--- src/rtl/router_pkg.sv ---
// Shared definitions for the 1xN packet router.
//   state_e          - sequencing FSM states
//   DEF_*            - default parameter values
//   hdr_addr_width() - width of the destination-address field of a header byte
package router_pkg;

    typedef enum logic [2:0] {
        ST_IDLE      = 3'd0,
        ST_LOAD      = 3'd1,
        ST_WAIT_FULL = 3'd2,
        ST_PARITY    = 3'd3,
        ST_DROP      = 3'd4
    } state_e;

    localparam int DEF_N       = 3;
    localparam int DEF_DW      = 8;
    localparam int DEF_DEPTH   = 16;
    localparam int DEF_TIMEOUT = 30;

    // Address field is clog2(n) bits wide, never narrower than one bit.
    function automatic int hdr_addr_width(input int n);
        return (n <= 2) ? 1 : $clog2(n);
    endfunction

endpackage

--- src/rtl/router_fifo.sv ---
// Per-channel output FIFO with registered read data and an idle-read timeout.
// Ports:
//   clk, resetn     - clock, asynchronous active-low reset
//   wr_en, wr_data  - write strobe and byte (ignored while full)
//   rd_en           - read strobe (ignored while empty); rd_data updates next edge
//   rd_data         - registered read data
//   vld             - FIFO not empty
//   full            - FIFO holds DEPTH entries
// A channel that stays non-empty and unread for TIMEOUT cycles is flushed:
// emptied, rd_data zeroed, timer cleared. A write landing on the flush cycle
// survives as the only entry.
module router_fifo #(
    parameter int DW      = 8,
    parameter int DEPTH   = 16,
    parameter int TIMEOUT = 30
) (
    input  logic          clk,
    input  logic          resetn,
    input  logic          wr_en,
    input  logic [DW-1:0] wr_data,
    input  logic          rd_en,
    output logic [DW-1:0] rd_data,
    output logic          vld,
    output logic          full
);

    localparam int PW = $clog2(DEPTH);
    localparam int CW = PW + 1;
    localparam int TW = $clog2(TIMEOUT + 1);

    logic [PW-1:0] wr_ptr_q, wr_ptr_d;
    logic [PW-1:0] rd_ptr_q, rd_ptr_d;
    logic [CW-1:0] count_q, count_d;
    logic [DW-1:0] dout_q, dout_d;
    logic [TW-1:0] timer_q, timer_d;
    logic [DW-1:0] mem [DEPTH];

    logic          empty;
    logic          do_wr;
    logic          do_rd;
    logic          flush;
    logic [PW-1:0] mem_wr_idx;

    assign empty   = (count_q == '0);
    assign full    = (count_q == CW'(DEPTH));
    assign vld     = ~empty;
    assign rd_data = dout_q;
    assign do_wr   = wr_en & ~full;
    assign do_rd   = rd_en & ~empty;
    assign flush   = (timer_q == TW'(TIMEOUT));

    always_comb begin
        wr_ptr_d   = wr_ptr_q;
        rd_ptr_d   = rd_ptr_q;
        count_d    = count_q;
        dout_d     = dout_q;
        timer_d    = timer_q;
        mem_wr_idx = wr_ptr_q;

        if (flush) begin
            rd_ptr_d = '0;
            dout_d   = '0;
            timer_d  = '0;
            if (do_wr) begin
                mem_wr_idx = '0;
                wr_ptr_d   = PW'(1);
                count_d    = CW'(1);
            end else begin
                wr_ptr_d = '0;
                count_d  = '0;
            end
        end else begin
            if (do_wr) begin
                wr_ptr_d = wr_ptr_q + PW'(1);
            end
            if (do_rd) begin
                rd_ptr_d = rd_ptr_q + PW'(1);
                dout_d   = mem[rd_ptr_q];
            end
            case ({do_wr, do_rd})
                2'b10:   count_d = count_q + CW'(1);
                2'b01:   count_d = count_q - CW'(1);
                default: count_d = count_q;
            endcase
            // Timer measures how long data has sat unread.
            if (empty || do_rd) begin
                timer_d = '0;
            end else begin
                timer_d = timer_q + TW'(1);
            end
        end
    end

    always_ff @(posedge clk or negedge resetn) begin
        if (!resetn) begin
            wr_ptr_q <= '0;
            rd_ptr_q <= '0;
            count_q  <= '0;
            dout_q   <= '0;
            timer_q  <= '0;
        end else begin
            wr_ptr_q <= wr_ptr_d;
            rd_ptr_q <= rd_ptr_d;
            count_q  <= count_d;
            dout_q   <= dout_d;
            timer_q  <= timer_d;
        end
    end

    always_ff @(posedge clk) begin
        if (do_wr) begin
            mem[mem_wr_idx] <= wr_data;
        end
    end

endmodule

--- src/rtl/router_1xn.sv ---
// 1-to-N packet router. A packet is a header byte (destination address in the
// low bits, length above), payload bytes, then a parity byte marked by
// packet_valid=0. The packet is steered into the addressed channel FIFO;
// illegal addresses are discarded.
// Ports:
//   clk, resetn   - clock, asynchronous active-low reset
//   packet_valid  - high for header/payload bytes, low on the parity byte
//   datain        - input byte, consumed only when busy=0
//   read_enb      - per-channel read strobes
//   data_out      - channel k read data at [k*DW +: DW]
//   vld_out       - per-channel FIFO not empty
//   err           - parity mismatch on the last completed packet
//   busy          - source must hold datain/packet_valid
//   dropped       - single-cycle pulse on an illegal-address header
//
// state        | meaning
// ST_IDLE      | waiting for a header byte
// ST_LOAD      | forwarding payload bytes and the parity byte
// ST_WAIT_FULL | target FIFO full, byte held off; resumes prev_q when space frees
// ST_PARITY    | one busy cycle to compare computed and received parity
// ST_DROP      | discarding a packet with an illegal address
module router_1xn
    import router_pkg::*;
#(
    parameter int N       = DEF_N,
    parameter int DW      = DEF_DW,
    parameter int DEPTH   = DEF_DEPTH,
    parameter int TIMEOUT = DEF_TIMEOUT
) (
    input  logic            clk,
    input  logic            resetn,
    input  logic            packet_valid,
    input  logic [DW-1:0]   datain,
    input  logic [N-1:0]    read_enb,
    output logic [N*DW-1:0] data_out,
    output logic [N-1:0]    vld_out,
    output logic            err,
    output logic            busy,
    output logic            dropped
);

    localparam int AW = hdr_addr_width(N);
    localparam int NP = 1 << AW;
    localparam logic [AW:0] N_LIM = (AW + 1)'(N);

    state_e        state_q, state_d;
    state_e        prev_q, prev_d;
    state_e        eff_state;
    logic [AW-1:0] addr_q, addr_d;
    logic [DW-1:0] parity_q, parity_d;
    logic [DW-1:0] rx_par_q, rx_par_d;
    logic          err_q, err_d;

    logic [AW-1:0] hdr_addr;
    logic          hdr_legal;
    logic [NP-1:0] full_pad;
    logic [NP-1:0] wr_pad;
    logic [N-1:0]  fifo_full;
    logic [N-1:0]  fifo_wr;
    logic          wr_en;
    logic [AW-1:0] wr_sel;
    logic          busy_c;
    logic          dropped_c;

    assign hdr_addr  = datain[AW-1:0];
    assign hdr_legal = ({1'b0, hdr_addr} < N_LIM);

    // Pad per-channel vectors to a power of two so any address indexes safely.
    always_comb begin
        full_pad         = '0;
        full_pad[N-1:0]  = fifo_full;
        wr_pad           = '0;
        if (wr_en) begin
            wr_pad[wr_sel] = 1'b1;
        end
        fifo_wr = wr_pad[N-1:0];
    end

    // WAIT_FULL re-runs the decision of the state it stalled, so the held
    // byte is taken on the very first cycle the FIFO has room.
    assign eff_state = (state_q == ST_WAIT_FULL) ? prev_q : state_q;

    always_comb begin
        state_d   = state_q;
        prev_d    = prev_q;
        addr_d    = addr_q;
        parity_d  = parity_q;
        rx_par_d  = rx_par_q;
        err_d     = err_q;
        wr_en     = 1'b0;
        wr_sel    = addr_q;
        busy_c    = 1'b0;
        dropped_c = 1'b0;

        case (eff_state)
            ST_IDLE: begin
                if (packet_valid) begin
                    if (!hdr_legal) begin
                        dropped_c = 1'b1;
                        state_d   = ST_DROP;
                    end else if (full_pad[hdr_addr]) begin
                        busy_c  = 1'b1;
                        addr_d  = hdr_addr;
                        prev_d  = ST_IDLE;
                        state_d = ST_WAIT_FULL;
                    end else begin
                        wr_en    = 1'b1;
                        wr_sel   = hdr_addr;
                        addr_d   = hdr_addr;
                        parity_d = datain;
                        err_d    = 1'b0;
                        state_d  = ST_LOAD;
                    end
                end
            end
            ST_LOAD: begin
                if (full_pad[addr_q]) begin
                    busy_c  = 1'b1;
                    prev_d  = ST_LOAD;
                    state_d = ST_WAIT_FULL;
                end else begin
                    wr_en  = 1'b1;
                    wr_sel = addr_q;
                    if (packet_valid) begin
                        parity_d = parity_q ^ datain;
                        state_d  = ST_LOAD;
                    end else begin
                        rx_par_d = datain;
                        state_d  = ST_PARITY;
                    end
                end
            end
            ST_PARITY: begin
                busy_c  = 1'b1;
                err_d   = (parity_q != rx_par_q);
                state_d = ST_IDLE;
            end
            ST_DROP: begin
                if (!packet_valid) begin
                    state_d = ST_IDLE;
                end
            end
            default: begin
                state_d = ST_IDLE;
            end
        endcase
    end

    always_ff @(posedge clk or negedge resetn) begin
        if (!resetn) begin
            state_q  <= ST_IDLE;
            prev_q   <= ST_IDLE;
            addr_q   <= '0;
            parity_q <= '0;
            rx_par_q <= '0;
            err_q    <= 1'b0;
        end else begin
            state_q  <= state_d;
            prev_q   <= prev_d;
            addr_q   <= addr_d;
            parity_q <= parity_d;
            rx_par_q <= rx_par_d;
            err_q    <= err_d;
        end
    end

    // Combinational strobes are forced low while reset is held.
    assign busy    = busy_c & resetn;
    assign dropped = dropped_c & resetn;
    assign err     = err_q;

    for (genvar k = 0; k < N; k++) begin : g_ch
        router_fifo #(
            .DW      (DW),
            .DEPTH   (DEPTH),
            .TIMEOUT (TIMEOUT)
        ) u_fifo (
            .clk     (clk),
            .resetn  (resetn),
            .wr_en   (fifo_wr[k]),
            .wr_data (datain),
            .rd_en   (read_enb[k]),
            .rd_data (data_out[k*DW +: DW]),
            .vld     (vld_out[k]),
            .full    (fifo_full[k])
        );
    end

endmodule
--- config.mk ---
export PLATFORM = sky130hd
export DESIGN_NAME = router_1xn
export DESIGN_NICKNAME = d
export VERILOG_FILES = /design/src/rtl/router_pkg.sv /design/src/rtl/router_fifo.sv /design/src/rtl/router_1xn.sv
export SDC_FILE = /design/constraint.sdc
export NUM_CORES = 1
export LEC_CHECK = 0
export ABC_AREA = 1
export CORE_AREA = 5 5 231 233
export CTS_BUF_LIST = sky130_fd_sc_hd__clkbuf_4
export CTS_CLUSTER_SIZE = 16
export DETAILED_ROUTE_END_ITERATION = 8
export DIE_AREA = 0 0 236 238
export RECOVER_POWER = 100
export REMOVE_ABC_BUFFERS = 1
export SLEW_MARGIN = 0
export SYNTH_ARGS = -nofsm -noshare
export SYNTH_HDL_FRONTEND = slang
export SYNTH_SLANG_ARGS = --single-unit
--- constraint.sdc ---
create_clock -name clk -period 4.95 [get_ports clk]
set_input_delay 0.99 -clock clk [delete_from_list [all_inputs] [get_ports clk]]
set_output_delay 0.99 -clock clk [all_outputs]
set_load 0.02 [all_outputs]
==> impl_metrics.env <==
export IMPL_num_rows=83
export IMPL_post_cts_resized_instances=0
export IMPL_sw_frac_of_total=0.386
export IMPL_final_net_count=1983
export IMPL_final_layout_size_suffix_gt1_frac=0.129
export IMPL_result_of_the_run="complete, but fails checks"
export IMPL_cts_tree="yes"
export IMPL_max_slew_margin=-0.949
export IMPL_fin_crit_ns=4.45
export IMPL_worst_ep_arrival_time_ns=3.46
export IMPL_gp_congestion=0.845
export IMPL_initial_utilization=0.407
export IMPL_cp_data_required_time_ns=3.96
export IMPL_num_io_pins=44
export IMPL_top_ff_cell_synth="edfxtp_1"
export IMPL_cts_hold_buffers_added=0
export IMPL_grt_pass1_wl_mm=80.0
export IMPL_setup_violations=0
export IMPL_antenna_left=0
export IMPL_worstSetupPathType="input pin to output port"
export IMPL_cap_viol_max_count=8
export IMPL_multi_input_area_sq_um=5870
export IMPL_pwr_share_clk=0.271
export IMPL_synthDistinctLibCells=51
export IMPL_worstPathMaxFanout=21
export IMPL_post_synthesis_cell_area_sq_um=20700
export IMPL_worst_hold_check_path_type="input pin to register"
export IMPL_critical_path_most_common_cell="inv_1"
export IMPL_grt_util_all_layers=0.181
export IMPL_leakagePower_nw=8.82
export IMPL_slowest_stage="clkbuf_1"
export IMPL_final_setup_skew_ns=0.0485
export IMPL_mean_routed_wirelength_per_cell_microns=18.7
export IMPL_drt_first_pass_iters=5
export IMPL_dp_slack_ns=0.886
export IMPL_buffer_ports_inserted=43
export IMPL_num_vias=14400
export IMPL_fin_total_pwr_mw=13.7
export IMPL_p_seq_frac=0.391
export IMPL_number_of_buffers_created_by_cts=132
export IMPL_fin_worst_hold_slack_ns=0.408
export IMPL_nFillCells=4658
export IMPL_grt_max_degree=72
export IMPL_die_area_sq_um=56200
export IMPL_clk_pin_slew_worst_paths_ns=0.06
export IMPL_grt_setup_unrepaired="no"
export IMPL_number_of_register_bits_inferred_by_synthesis=485
export IMPL_route_detailed_vias_per_inst=5.26
export IMPL_slew_viol_final=302
export IMPL_fp_dieH_microns=238
export IMPL_synth_async_reset_ratio=0.208
export IMPL_critPathMaxStageDelay_ns=0.90
export IMPL_cts_setup_buffers=0
export IMPL_timing_setup_tns_ns=0
export IMPL_timing_hold_violations_final=0
export IMPL_drtIter0Drc=1351
export IMPL_timing_final_ws_setup_ns=0.501
export IMPL_placeableCoreArea_sq_um=51000
export IMPL_irDropWorstVdd_mv=0.302
export IMPL_synth_enable_flop_cells=384
export IMPL_final_instance_count_excl_fill=2736
export IMPL_insertion_delay_ns=0.92
export IMPL_number_of_antenna_violations_at_the_first_check_in_global_routing=1
export IMPL_synth_avg_cell_area_sq_um=11.3
export IMPL_start_kind="input pin"
export IMPL_synthesis_to_finish_area_growth_pct=13.0
export IMPL_power_per_cell_area_nw_per_um2=587
export IMPL_violations="max-capacitance violations, max-slew violations"
export IMPL_netSwitchingPower_mw=5.31
export IMPL_die_width_microns=236
export IMPL_place_inst=2491
export IMPL_cts_root_buffer_cell="clkbuf_4"
export IMPL_combinationalPowerShare=0.338
export IMPL_netlist_instances=1830
export IMPL_worstPathCellList="clkbuf_1 -> inv_1 -> nand4_2 -> nand3_1 -> nand2_4 -> o211ai_1 -> nand2_1 -> inv_1 -> clkdlybuf4s50_1"
export IMPL_clkSinkCount=485
export IMPL_power_report_internal_total_mw=8.44
export IMPL_finalCritPeriodShare=0.899
export IMPL_level_count_of_the_clock_h_tree=4
export IMPL_totalWireLength_mm=51.3
export IMPL_yosysSeqAreaShare=0.678
export IMPL_clock_path_buffers=3
export IMPL_grt_pass1_vias=14200
export IMPL_timing_critical_path_to_type="output port"
export IMPL_drc_markers=0
export IMPL_worst_slew_pin_slew_ns=2.92
export IMPL_dp_final_hpwl_mm=31.4
export IMPL_remaining_global_route_overflow=0
export IMPL_regArea_sq_um=14100
export IMPL_synth_yosys_warnings=0
export IMPL_fmax_ghz=0.225
[power groups by stage]
| stage | sequential (mW) | clock [mW] | combinational (mW) |
|---|---|---|---|
| 6_report | 5.38 | 3.73 | 4.64 |
| 5_1_grt | 5.44 | 4.09 | 5.17 |
| 4_1_cts | 5.38 | 3.84 | 4.79 |
| 3_5_place_dp | 5.46 | 0 | 4.76 |
| 3_3_place_gp | 5.45 | 0 | 4.70 |
| 2_1_floorplan | 5.58 | 0 | 2.92 |
[metal layers]
metal,share of wire,global-route usage,vias to the layer above
met5,0,0,-
met4,0.024,0.0714,0
met3,0.061,0.0420,90
met2,0.47,0.284,455
met1,0.45,0.246,7030
li1,-,-,6806
[worst max-delay path: cells and delay by family]
family / cells / cell delay [ns]
compound gates: 1 / 0.10
buf+inv: 4 / 1.79
simple gates: 4 / 0.56
[sequential cells by signal, indices dropped and copies added, names as in the netlist]
register              count
g_ch.u_fifo.mem         384
g_ch.u_fifo.rd_data      24
g_ch.u_fifo.count_q      15
g_ch.u_fifo.timer_q      15
g_ch.u_fifo.rd_ptr_q     12
g_ch.u_fifo.wr_ptr_q     12
parity_q                  8
rx_par_q                  8
state_q                   3
addr_q                    2
err                       1
prev_q                    1
[cell usage after synthesis (all sizes together) (5+ instances only)]
cell type / number / share of area
a31oi: 7 / 0.0021
nand3: 163 / 0.042
xor2: 21 / 0.0089
a32o: 11 / 0.0053
clkinv: 8 / 0.0015
buf: 14 / 0.0034
o21ai: 207 / 0.050
nand4: 27 / 0.011
o221ai: 5 / 0.0021
nand3b: 6 / 0.0022
ha: 24 / 0.014
nand2: 307 / 0.060
o22ai: 12 / 0.0036
inv: 85 / 0.015
edfxtp: 384 / 0.56
nor3: 7 / 0.0025
o211ai: 8 / 0.0029
a21oi: 58 / 0.014
clkbuf: 71 / 0.013
a221oi: 11 / 0.0046
o221a: 6 / 0.0033
dfrtp: 101 / 0.12
nor2: 260 / 0.049
xnor2: 17 / 0.0072
[metrics by stage]
stage                     utilization  area [sq um]
after floorplan                     -         20400
after global placement          0.428         21800
after detailed placement        0.428         21800
after CTS                       0.463         23600
after global routing            0.459         23400
final                           0.459         23400
[cell families (layout without fill, tap and decap cells)]
kind of cell,Yosys count,count (layout),share of synthesized area
compound gates,332,332,0.0910
xor+xnor,38,38,0.0161
fa+ha+maj,24,24,0.0145
buf+inv,178,403,0.0332
flops,485,485,0.678
other cells,0,1,0
simple gates,773,773,0.167
[final timing paths]
check,cells past startpoint,startpoint,slack (ns),end
max reg2reg,15,g_ch[1].u_fifo.count_q[1],1.31,g_ch[0].u_fifo.count_q[4]
min reg2reg,1,g_ch[0].u_fifo.timer_q[0],0.49,g_ch[0].u_fifo.timer_q[0]
min,3,datain[3],0.41,rx_par_q[3]
max in group asynchronous,3,resetn,1.83,g_ch[1].u_fifo.rd_ptr_q[0]
max,9,datain[0],0.50,busy
min in group asynchronous,2,resetn,1.12,g_ch[2].u_fifo.rd_data[0]
[final cells by class]
class                   instances  area share
clock buffers                 196      0.0628
inverters                      93      0.0150
flip-flops and latches        485       0.600
well taps                     680      0.0363
clock inverters                48      0.0134
multi-input cells            1167       0.251
diodes                          1    0.000107
repair buffers                 66      0.0216
[placed cells by master (no fill, tap or decap), types with 12 or more instances in the layout]
cell type / n
edfxtp_1: 384
nand2_1: 295
nor2_1: 256
o21ai_0: 205
clkbuf_4: 196
nand3_1: 160
dfrtp_1: 99
inv_1: 79
a21oi_1: 58
clkinv_1: 36
dlygate4sd3_1: 29
nand4_1: 25
ha_1: 24
xor2_1: 21
clkbuf_1: 20
xnor2_1: 17
o22ai_1: 12
buf_4: 12
No activity file was read; power rests on OpenSTA's default activity.
